## src/rtl/rv32m_divider_if.sv

```systemverilog
// rv32m_divider_if: start/operand/result handshake between the execute stage and the divider.
interface rv32m_divider_if #(parameter int Width = 32);
  logic             start;
  logic [1:0]       op;
  logic [Width-1:0] A;
  logic [Width-1:0] B;
  logic             kill;
  logic             busy;
  logic             done;
  logic [Width-1:0] Q;
  modport master (output start, op, A, B, kill, input busy, done, Q);
  modport slave  (input start, op, A, B, kill, output busy, done, Q);
endinterface

```

## src/rtl/rv32m_divider.sv

```systemverilog
// rv32m_divider: iterative restoring divider for RV32M DIV/DIVU/REM/REMU, one quotient bit per clock.
// Optional DIV_EARLY_OUT_EN finishes |A| < |B| in one cycle instead of Width iterations.
module rv32m_divider #(parameter int Width = 32) (
  input  logic clk,
  input  logic rst_n,
  rv32m_divider_if.slave bus
);
  typedef enum logic [1:0] {IDLE, CALC, DONE} state_t;
  localparam int CW = $clog2(Width);
  localparam logic [Width-1:0] MIN_INT = {1'b1, {(Width-1){1'b0}}};
  state_t state, state_nxt;
  logic [CW-1:0] cnt;
  logic [1:0] op_q;
  logic neg_q, neg_r, sgn, a_neg, b_neg, b_zero, ovf, early, special, last, fit;
  logic [Width-1:0] ma, mb, spec_q, rem, quo, dvs, rem_n, quo_n, res, q;
  logic [Width:0] rem_sh, diff;
  assign sgn     = ~bus.op[0];
  assign a_neg   = sgn & bus.A[Width-1];
  assign b_neg   = sgn & bus.B[Width-1];
  assign ma      = a_neg ? -bus.A : bus.A;
  assign mb      = b_neg ? -bus.B : bus.B;
  assign b_zero  = bus.B == '0;
  assign ovf     = sgn && bus.A == MIN_INT && bus.B == '1;
`ifdef DIV_EARLY_OUT_EN
  assign early   = !b_zero && ma < mb;
`else
  assign early   = 1'b0;
`endif
  assign special = b_zero | ovf | early;
  assign spec_q  = b_zero ? (bus.op[1] ? bus.A : '1) :
                   ovf    ? (bus.op[1] ? '0 : MIN_INT) :
                            (bus.op[1] ? bus.A : '0);
  // restoring step on a Width+1 bit partial remainder so the compare/subtract never overflows
  assign rem_sh  = {rem, quo[Width-1]};
  assign diff    = rem_sh - {1'b0, dvs};
  assign fit     = rem_sh >= {1'b0, dvs};
  assign rem_n   = fit ? diff[Width-1:0] : rem_sh[Width-1:0];
  assign quo_n   = {quo[Width-2:0], fit};
  assign res     = op_q[1] ? (neg_r ? -rem_n : rem_n) : (neg_q ? -quo_n : quo_n);
  assign last    = cnt == CW'(Width - 1);
  assign bus.busy = state != IDLE;
  assign bus.done = state == DONE;
  assign bus.Q    = q;
  always_ff @(posedge clk or negedge rst_n)
    if (!rst_n) state <= IDLE;
    else        state <= state_nxt;
  always_comb begin
    state_nxt = state;
    if (bus.kill)                       state_nxt = IDLE;
    else if (state == IDLE && bus.start) state_nxt = special ? DONE : CALC;
    else if (state == CALC && last)      state_nxt = DONE;
    else if (state == DONE)              state_nxt = IDLE;
  end
  always_ff @(posedge clk or negedge rst_n)
    if (!rst_n) begin
      cnt   <= '0;
      op_q  <= '0;
      neg_q <= 1'b0;
      neg_r <= 1'b0;
      rem   <= '0;
      quo   <= '0;
      dvs   <= '0;
      q     <= '0;
    end else if (!bus.kill) begin
      if (state == IDLE && bus.start) begin
        op_q  <= bus.op;
        neg_q <= a_neg ^ b_neg;
        neg_r <= a_neg;
        rem   <= '0;
        quo   <= ma;
        dvs   <= mb;
        cnt   <= '0;
        if (special) q <= spec_q;
      end else if (state == CALC) begin
        rem <= rem_n;
        quo <= quo_n;
        cnt <= cnt + 1'b1;
        if (last) q <= res;
      end
    end
endmodule

```

## src/flat_wrapper.sv

```systemverilog
// flat-port wrapper written by rule: the top's interface ports become plain ports
module rv32m_divider_flat 
#(parameter int Width = 32)
  (clk, rst_n, bus_start, bus_op, bus_A, bus_B, bus_kill, bus_busy, bus_done, bus_Q);
  rv32m_divider_if #(.Width(Width)) bus_i ();
  input  logic clk;
  input  logic rst_n;
  input wire logic [$bits(bus_i.start)-1:0] bus_start;
  input wire logic [$bits(bus_i.op)-1:0] bus_op;
  input wire logic [$bits(bus_i.A)-1:0] bus_A;
  input wire logic [$bits(bus_i.B)-1:0] bus_B;
  input wire logic [$bits(bus_i.kill)-1:0] bus_kill;
  output wire logic [$bits(bus_i.busy)-1:0] bus_busy;
  output wire logic [$bits(bus_i.done)-1:0] bus_done;
  output wire logic [$bits(bus_i.Q)-1:0] bus_Q;
  assign bus_i.start = bus_start;
  assign bus_i.op = bus_op;
  assign bus_i.A = bus_A;
  assign bus_i.B = bus_B;
  assign bus_i.kill = bus_kill;
  assign bus_busy = bus_i.busy;
  assign bus_done = bus_i.done;
  assign bus_Q = bus_i.Q;
  rv32m_divider #(.Width(Width)) u_core (.clk(clk), .rst_n(rst_n), .bus(bus_i));
endmodule
```

## config.mk

```make
export PLATFORM = sky130hd
export DESIGN_NAME = rv32m_divider_flat
export DESIGN_NICKNAME = d
export VERILOG_FILES = /design/src/rtl/rv32m_divider_if.sv /design/src/rtl/rv32m_divider.sv /design/src/flat_wrapper.sv
export SDC_FILE = /design/constraint.sdc
export NUM_CORES = 1
export LEC_CHECK = 0
export BUFFER_PORTS_ARGS = -buffer_cell sky130_fd_sc_hd__clkbuf_2
export CELL_PAD_IN_SITES_DETAIL_PLACEMENT = 0
export CELL_PAD_IN_SITES_GLOBAL_PLACEMENT = 1
export CORE_ASPECT_RATIO = 2
export CORE_MARGIN = 5
export CORE_UTILIZATION = 41
export DETAILED_ROUTE_END_ITERATION = 10
export GPL_TIMING_DRIVEN = 0
export HOLD_SLACK_MARGIN = 0.03
export PLACE_DENSITY = 0.78
export SYNTH_ARGS = -nofsm -noshare
export SYNTH_HDL_FRONTEND = slang
export SYNTH_SLANG_ARGS = --single-unit
```

## constraint.sdc

```tcl
create_clock -name clk -period 5.09 [get_ports clk]
set_clock_uncertainty 0.2 [all_clocks]
set_input_delay 0 -clock clk [delete_from_list [all_inputs] [get_ports clk]]
set_output_delay 0 -clock clk [all_outputs]
set_load 0.01 [all_outputs]
```

# Word-level counts from Yosys, hierarchy flattened
# Cells that the tools add are included.
[classes] addsub=6 n_lt_le_gt_ge=1 n_eq_ne=6 mux=26 n_bitwise=6 n_reduce_logical=13
[op_table] operator="$mux 32" count=19
[op_table] operator="$neg 32->32" count=4
[op_table] operator="$eq 32x32->1 const B" count=2
[op_table] operator="$ge 33x32->1" count=1
[op_table] operator="$logic_not 32->1" count=1
[op_table] operator="$sub 32x32->32" count=1
[op_table] operator="$mux 2" count=5
[op_table] operator="$mux 5" count=2
[op_table] operator="$reduce_bool 2->1" count=3
[op_table] operator="$add 5x1->5 const B" count=1
[op_table] operator="$eq 5x5->1 const B" count=1
[op_table] operator="$logic_and 1x1->1" count=4
[op_table] operator="$reduce_and 2->1" count=2
[op_table] operator="$reduce_and 4->1" count=1
[op_table] operator="$reduce_bool 4->1" count=1
[op_table] operator="$and 1x1->1" count=2
[op_table] operator="$eq 2x1->1 const B" count=1
[op_table] operator="$eq 2x2->1 const B" count=1
[op_table] operator="$logic_not 2->1" count=1
[op_table] operator="$ne 2x1->1 const B" count=1
[op_table] operator="$not 1->1" count=2
[op_table] operator="$or 1x1->1" count=1
[op_table] operator="$xor 1x1->1" count=1
[totals] regBits=139 output_inout_bits=34

# Logic depth before layout (Yosys ltp)
[depth] depth_word=8 ltp_mapped=23 mapped_depth_nobuf=19

# Worst setup path before layout
# Ideal clock, no wire load.
[synth_path] kind="flip-flop to flip-flop" from="reg u_core.rem[7]" to="reg u_core.q[26], in the netlist u_core.bus.Q[26]" arrival_time_ps=5341 path_slack_ps=-529 path_stages_with_launch=21 path_buffers=4 period_less_slack_ps=5619 path_cell_list="dfrtp_1 > ha_1 > buf_2 > a21oi_1 > o21ai_1 > a221oi_1 > a211oi_1 > o31a_1 > buf_6 > inv_4 > buf_4 > clkbuf_1 > mux2i_1 > ha_1 > or4b_2 > nor4_1 > o2111ai_1 > nand2b_1 > nor4_1 > mux2_2 > a21oi_1"
[synth_between] elab_chain_len=8 elab_cells_between_ends=11 cone_classes="add/sub (3); order compare (1); mux (7)"
[synth_rtl] item="start: declaration" line_no="rv32m_divider.sv:15" text="logic [Width-1:0] ma, mb, spec_q, rem, quo, dvs, rem_n, quo_n, res, q;"
[synth_rtl] item="start signal: assignment" line_no="rv32m_divider.sv:75" text="rem <= rem_n;"
[synth_rtl] item="$sub 32x32->32 / $ge 33x32->1 (equally long branches)" line_no="rv32m_divider.sv:35, rv32m_divider.sv:36"
[synth_rtl] item="$mux 32" line_no="rv32m_divider.sv:37" text="assign rem_n = fit ? diff[Width-1:0] : rem_sh[Width-1:0];"
[synth_rtl] item="$neg 32->32" line_no="rv32m_divider.sv:39" text="assign res = op_q[1] ? (neg_r ? -rem_n : rem_n) : (neg_q ? -quo_n : quo_n);"
[synth_rtl] item="$mux 32" line_no="rv32m_divider.sv:39"
[synth_rtl] item="$mux 32 (*)" line_no="rv32m_divider.sv:39"
[synth_rtl] item="$mux 32 (*)" line_no="rv32m_divider.sv:78" text="if (last) q <= res;"
[synth_rtl] item="$mux 32 (*)" line_no="rv32m_divider.sv:74" text="end else if (state == CALC) begin"
[synth_rtl] item="$mux 32 (*)" line_no="rv32m_divider.sv:65" text="if (state == IDLE && bus.start) begin"
[synth_rtl] item="end signal: assignment" line_no="rv32m_divider.sv:73" text="if (special) q <= spec_q;"
[synth_rtl] item="end signal: assignment" line_no="rv32m_divider.sv:78"
[synth_rtl] item="end: declaration" line_no="rv32m_divider.sv:15"
# Mark *: on every way between the ends. The rest lies on a longest branch, timed or not. The select of a mux whose other input is x is not followed.
# A chain may end at the register's enable or synchronous reset.

# Worst setup path after layout
[layout_path] from="reg u_core.dvs[10]" to="reg u_core.q[28], in the netlist u_core.bus.Q[28]"
[layout_between] elab_chain_len=8 elab_cells_between_ends=11 cone_classes="add/sub (3); order compare (1); mux (7)"
[layout_rtl] item="start: declaration" line_no="rv32m_divider.sv:15"
[layout_rtl] item="start signal: assignment" line_no="rv32m_divider.sv:71" text="dvs <= mb;"
[layout_rtl] item="$sub 32x32->32 / $ge 33x32->1 (equally long branches)" line_no="rv32m_divider.sv:35, rv32m_divider.sv:36"
[layout_rtl] item="$mux 32" line_no="rv32m_divider.sv:37"
[layout_rtl] item="$neg 32->32" line_no="rv32m_divider.sv:39"
[layout_rtl] item="$mux 32" line_no="rv32m_divider.sv:39"
[layout_rtl] item="$mux 32 (*)" line_no="rv32m_divider.sv:39"
[layout_rtl] item="$mux 32 (*)" line_no="rv32m_divider.sv:78"
[layout_rtl] item="$mux 32 (*)" line_no="rv32m_divider.sv:74"
[layout_rtl] item="$mux 32 (*)" line_no="rv32m_divider.sv:65"
# Marked as above.

==> flow_summary.json <==
{
  "status": "complete, no violations",
  "cts.clk_slew.worst_paths_ns": 0.07,
  "fin_area_um2": 14800,
  "syn_avg_cell_area_um2": 7.84,
  "core_um2": 27700,
  "regArea_um2": 3460,
  "worst_setup_path_end_kind": "flip-flop",
  "seqPwrFrac": 0.185,
  "ys_seq_elements": 138,
  "grtUsageTotal": 0.300,
  "synthTopCellsByArea": "dfrtp_1, o21ai_0, xor2_1, nand2_1, xnor2_1",
  "ir_drop_mv": 0.368,
  "worstMarginPinSlew_ns": 1.04,
  "final_max_slew_viol_count": 0,
  "synth-edff-count": 0,
  "finalSetupTns_ns": 0,
  "die_w_um": 128,
  "period_share": 0.982,
  "grt_overflow": 0,
  "multi_input_area_um2": 7820,
  "gp_congestion": 0.986,
  "first_global_vias": 13009,
  "wl_per_cell_um": 22.5,
  "worstPathMaxFanout": 7,
  "arrival_ns": 5.15,
  "yosysTopAreaCell": "dfrtp_1",
  "syn_area_um2": 11500,
  "vias": 12385,
  "dpl_cell_area_um2": 12600,
  "drc": 0,
  "drtIter0Drc": 758,
  "yosysTopAreaCellShare": 0.301,
  "num-fill-cells": 2666,
  "numCtsBuffers": 17,
  "htreeDepth": 4,
  "synth_nets": 1575,
  "mostFrequentLayoutCells": "o21ai_0, nand2_1, dfrtp_1",
  "hold-worst-slack_ns": 0.184,
  "synth_ff_type": "dfrtp_1",
  "antenna_found_initial": 0,
  "area_growth_pct": 28.8,
  "portBuffers": 102,
  "yosysWarnings": 0,
  "p_int_uw": 4420,
  "num_io_pins": 104,
  "cp.required_ns": 5.24,
  "clkSinkCount": 138,
  "postRouteAntennaNets": 0,
  "start_kind": "flip-flop",
  "start_util": 0.415,
  "routed_wl_um": 47100,
  "syn_inst": 1465,
  "p_sw_uw": 4580,
  "power.density_nw_per_um2": 608,
  "maxSlewHeadroom": 0.307,
  "worstSkewPairLatency_ns": 0.45,
  "maxCapViolations": 0,
  "rows": 86,
  "ys_async_sr_fraction": 1.00,
  "drt_pass1_iterations": 5,
  "grt_start_max_net_pins": 75,
  "yosysUniqueCellTypes": 77,
  "leakage_uw": 0.00617,
  "final-hold-violation-count": 0,
  "maxClockFrequency_mhz": 200,
  "clkPwrFrac": 0.133,
  "layout-drive-gt1-share": 0.158,
  "grt_pass1_wl_um": 72400,
  "critical_path_class": "flip-flop to flip-flop",
  "cts_max_path_buffers": 2,
  "cts_tree": "done",
  "root_buffer": "clkbuf_16",
  "mostFrequentLayoutCell": "o21ai_0",
  "die_y_um": 247,
  "seq_area_frac_synth": 0.301,
  "swShare": 0.508,
  "diodes": 0,
  "hold_class": "primary input to flip-flop",
  "fin_util": 0.535,
  "comb_power_share": 0.681,
  "period_minus_slack_ns": 5.00,
  "setup_violations": 0,
  "dp_hpwl_um": 37400,
  "vias_per_cell": 5.93,
  "die_area_um2": 31700,
  "fin_nets": 1835
}
==> final timing paths <==
check | start | endpoint | slack [ns] | depth (start not counted)
worst max-delay path | u_core.dvs[10] | u_core.bus.Q[28] | 0.09 | 20
min in group asynchronous | rst_n | u_core.quo[28] | 0.44 | 4
max in group asynchronous | rst_n | u_core.rem[3] | 3.83 | 4
worst min-delay path | bus_kill | u_core.state[1] | 0.18 | 3
worst max register to register | u_core.dvs[10] | u_core.bus.Q[28] | 0.09 | 20
worst min register to register | u_core.dvs[29] | u_core.dvs[29] | 0.29 | 2
==> area by class of cell <==
class / count / area share
clock inverter: 15 / 0.00888
clock buffer: 17 / 0.0288
multi-input combinational: 1190 / 0.529
inverter: 57 / 0.0154
timing repair buffer: 247 / 0.130
tap: 352 / 0.0298
sequential: 138 / 0.234
buffer: 74 / 0.0243
==> per-layer routing <==
| metal | global-route usage | up-vias | part of all wire |
|---|---|---|---|
| li1 | - | 5866 | - |
| met1 | 0.280 | 5943 | 0.33 |
| met2 | 0.551 | 409 | 0.52 |
| met3 | 0.0398 | 167 | 0.036 |
| met4 | 0.269 | 0 | 0.11 |
| met5 | 0 | - | 0 |
==> sequential cells by signal, indices dropped and copies added, names as in the netlist <==
signal	count
u_core.bus.Q	32
u_core.dvs	32
u_core.quo	32
u_core.rem	32
u_core.cnt	5
u_core.state	2
u_core.neg_q	1
u_core.neg_r	1
u_core.op_q	1
==> logic make-up (layout without fill, tap and decap cells) <==
group / after synthesis / in the layout / share of synthesized area
simple gates: 511 / 511 / 0.218
flops: 138 / 138 / 0.301
compound gates: 474 / 474 / 0.258
fa+ha+maj: 40 / 40 / 0.0442
buf+inv: 137 / 410 / 0.0490
xor+xnor: 131 / 131 / 0.0999
mux: 34 / 34 / 0.0302
==> synth_stat cells (all sizes together) (33+ instances only) <==
cell / instances
inv: 57
nor3: 47
xor2: 72
o21ai: 178
nor2: 111
a21oi: 101
clkbuf: 55
dfrtp: 138
a22oi: 34
xnor2: 59
ha: 39
nand2: 165
nor2b: 33
==> critical path: stages, from the launching register on <==
cell and delay [ns]:
dfrtp_1 0.39, inv_2 0.15, ha_4 0.22, buf_6 0.13, nand4_1 0.15, nor3_4 0.06
buf_4 0.14, a221oi_4 0.40, a211oi_2 0.13, o31a_1 0.39, inv_8 0.10, clkbuf_16 0.14
mux2i_4 0.25, ha_4 0.19, or4b_4 0.47, nor4_4 0.29, o2111ai_2 0.18, nand2b_4 0.20
buf_6 0.15, o311a_1 0.34, o21ai_0 0.20
==> through the flow <==
| step | power (uW) | worst slack [ns] | cells |
|---|---|---|---|
| 6_report | 9000 | 0.0914 | 2090 |
| 5_1_grt | 9580 | -0.0181 | 2090 |
| 4_1_cts | 8720 | 0.00399 | 2080 |
| 3_5_place_dp | 6910 | -0.966 | 1920 |
| 3_3_place_gp | 6890 | -0.959 | 1919 |
| 2_1_floorplan | 5380 | 0.119 | 1465 |
==> power groups by stage <==
stage | sequential [uW] | clock (uW) | combinational, uW
final | 1670 | 1200 | 6130
after global routing | 1700 | 1260 | 6630
after CTS | 1650 | 1220 | 5860
after detailed placement | 1660 | 0 | 5250
after global placement | 1660 | 0 | 5230
after floorplan | 1540 | 0 | 3840
==> timing repair <==
item,4_1_cts,5_1_grt
buffers inserted,20,14
gates cloned,0,0
endpoints found under the setup margin,14,10
hold buffers,110,0
pin swaps,15,22
endpoints found under the hold margin,238,0
resized for setup,60,28
Note: power is estimated with default switching activity, not from simulation.
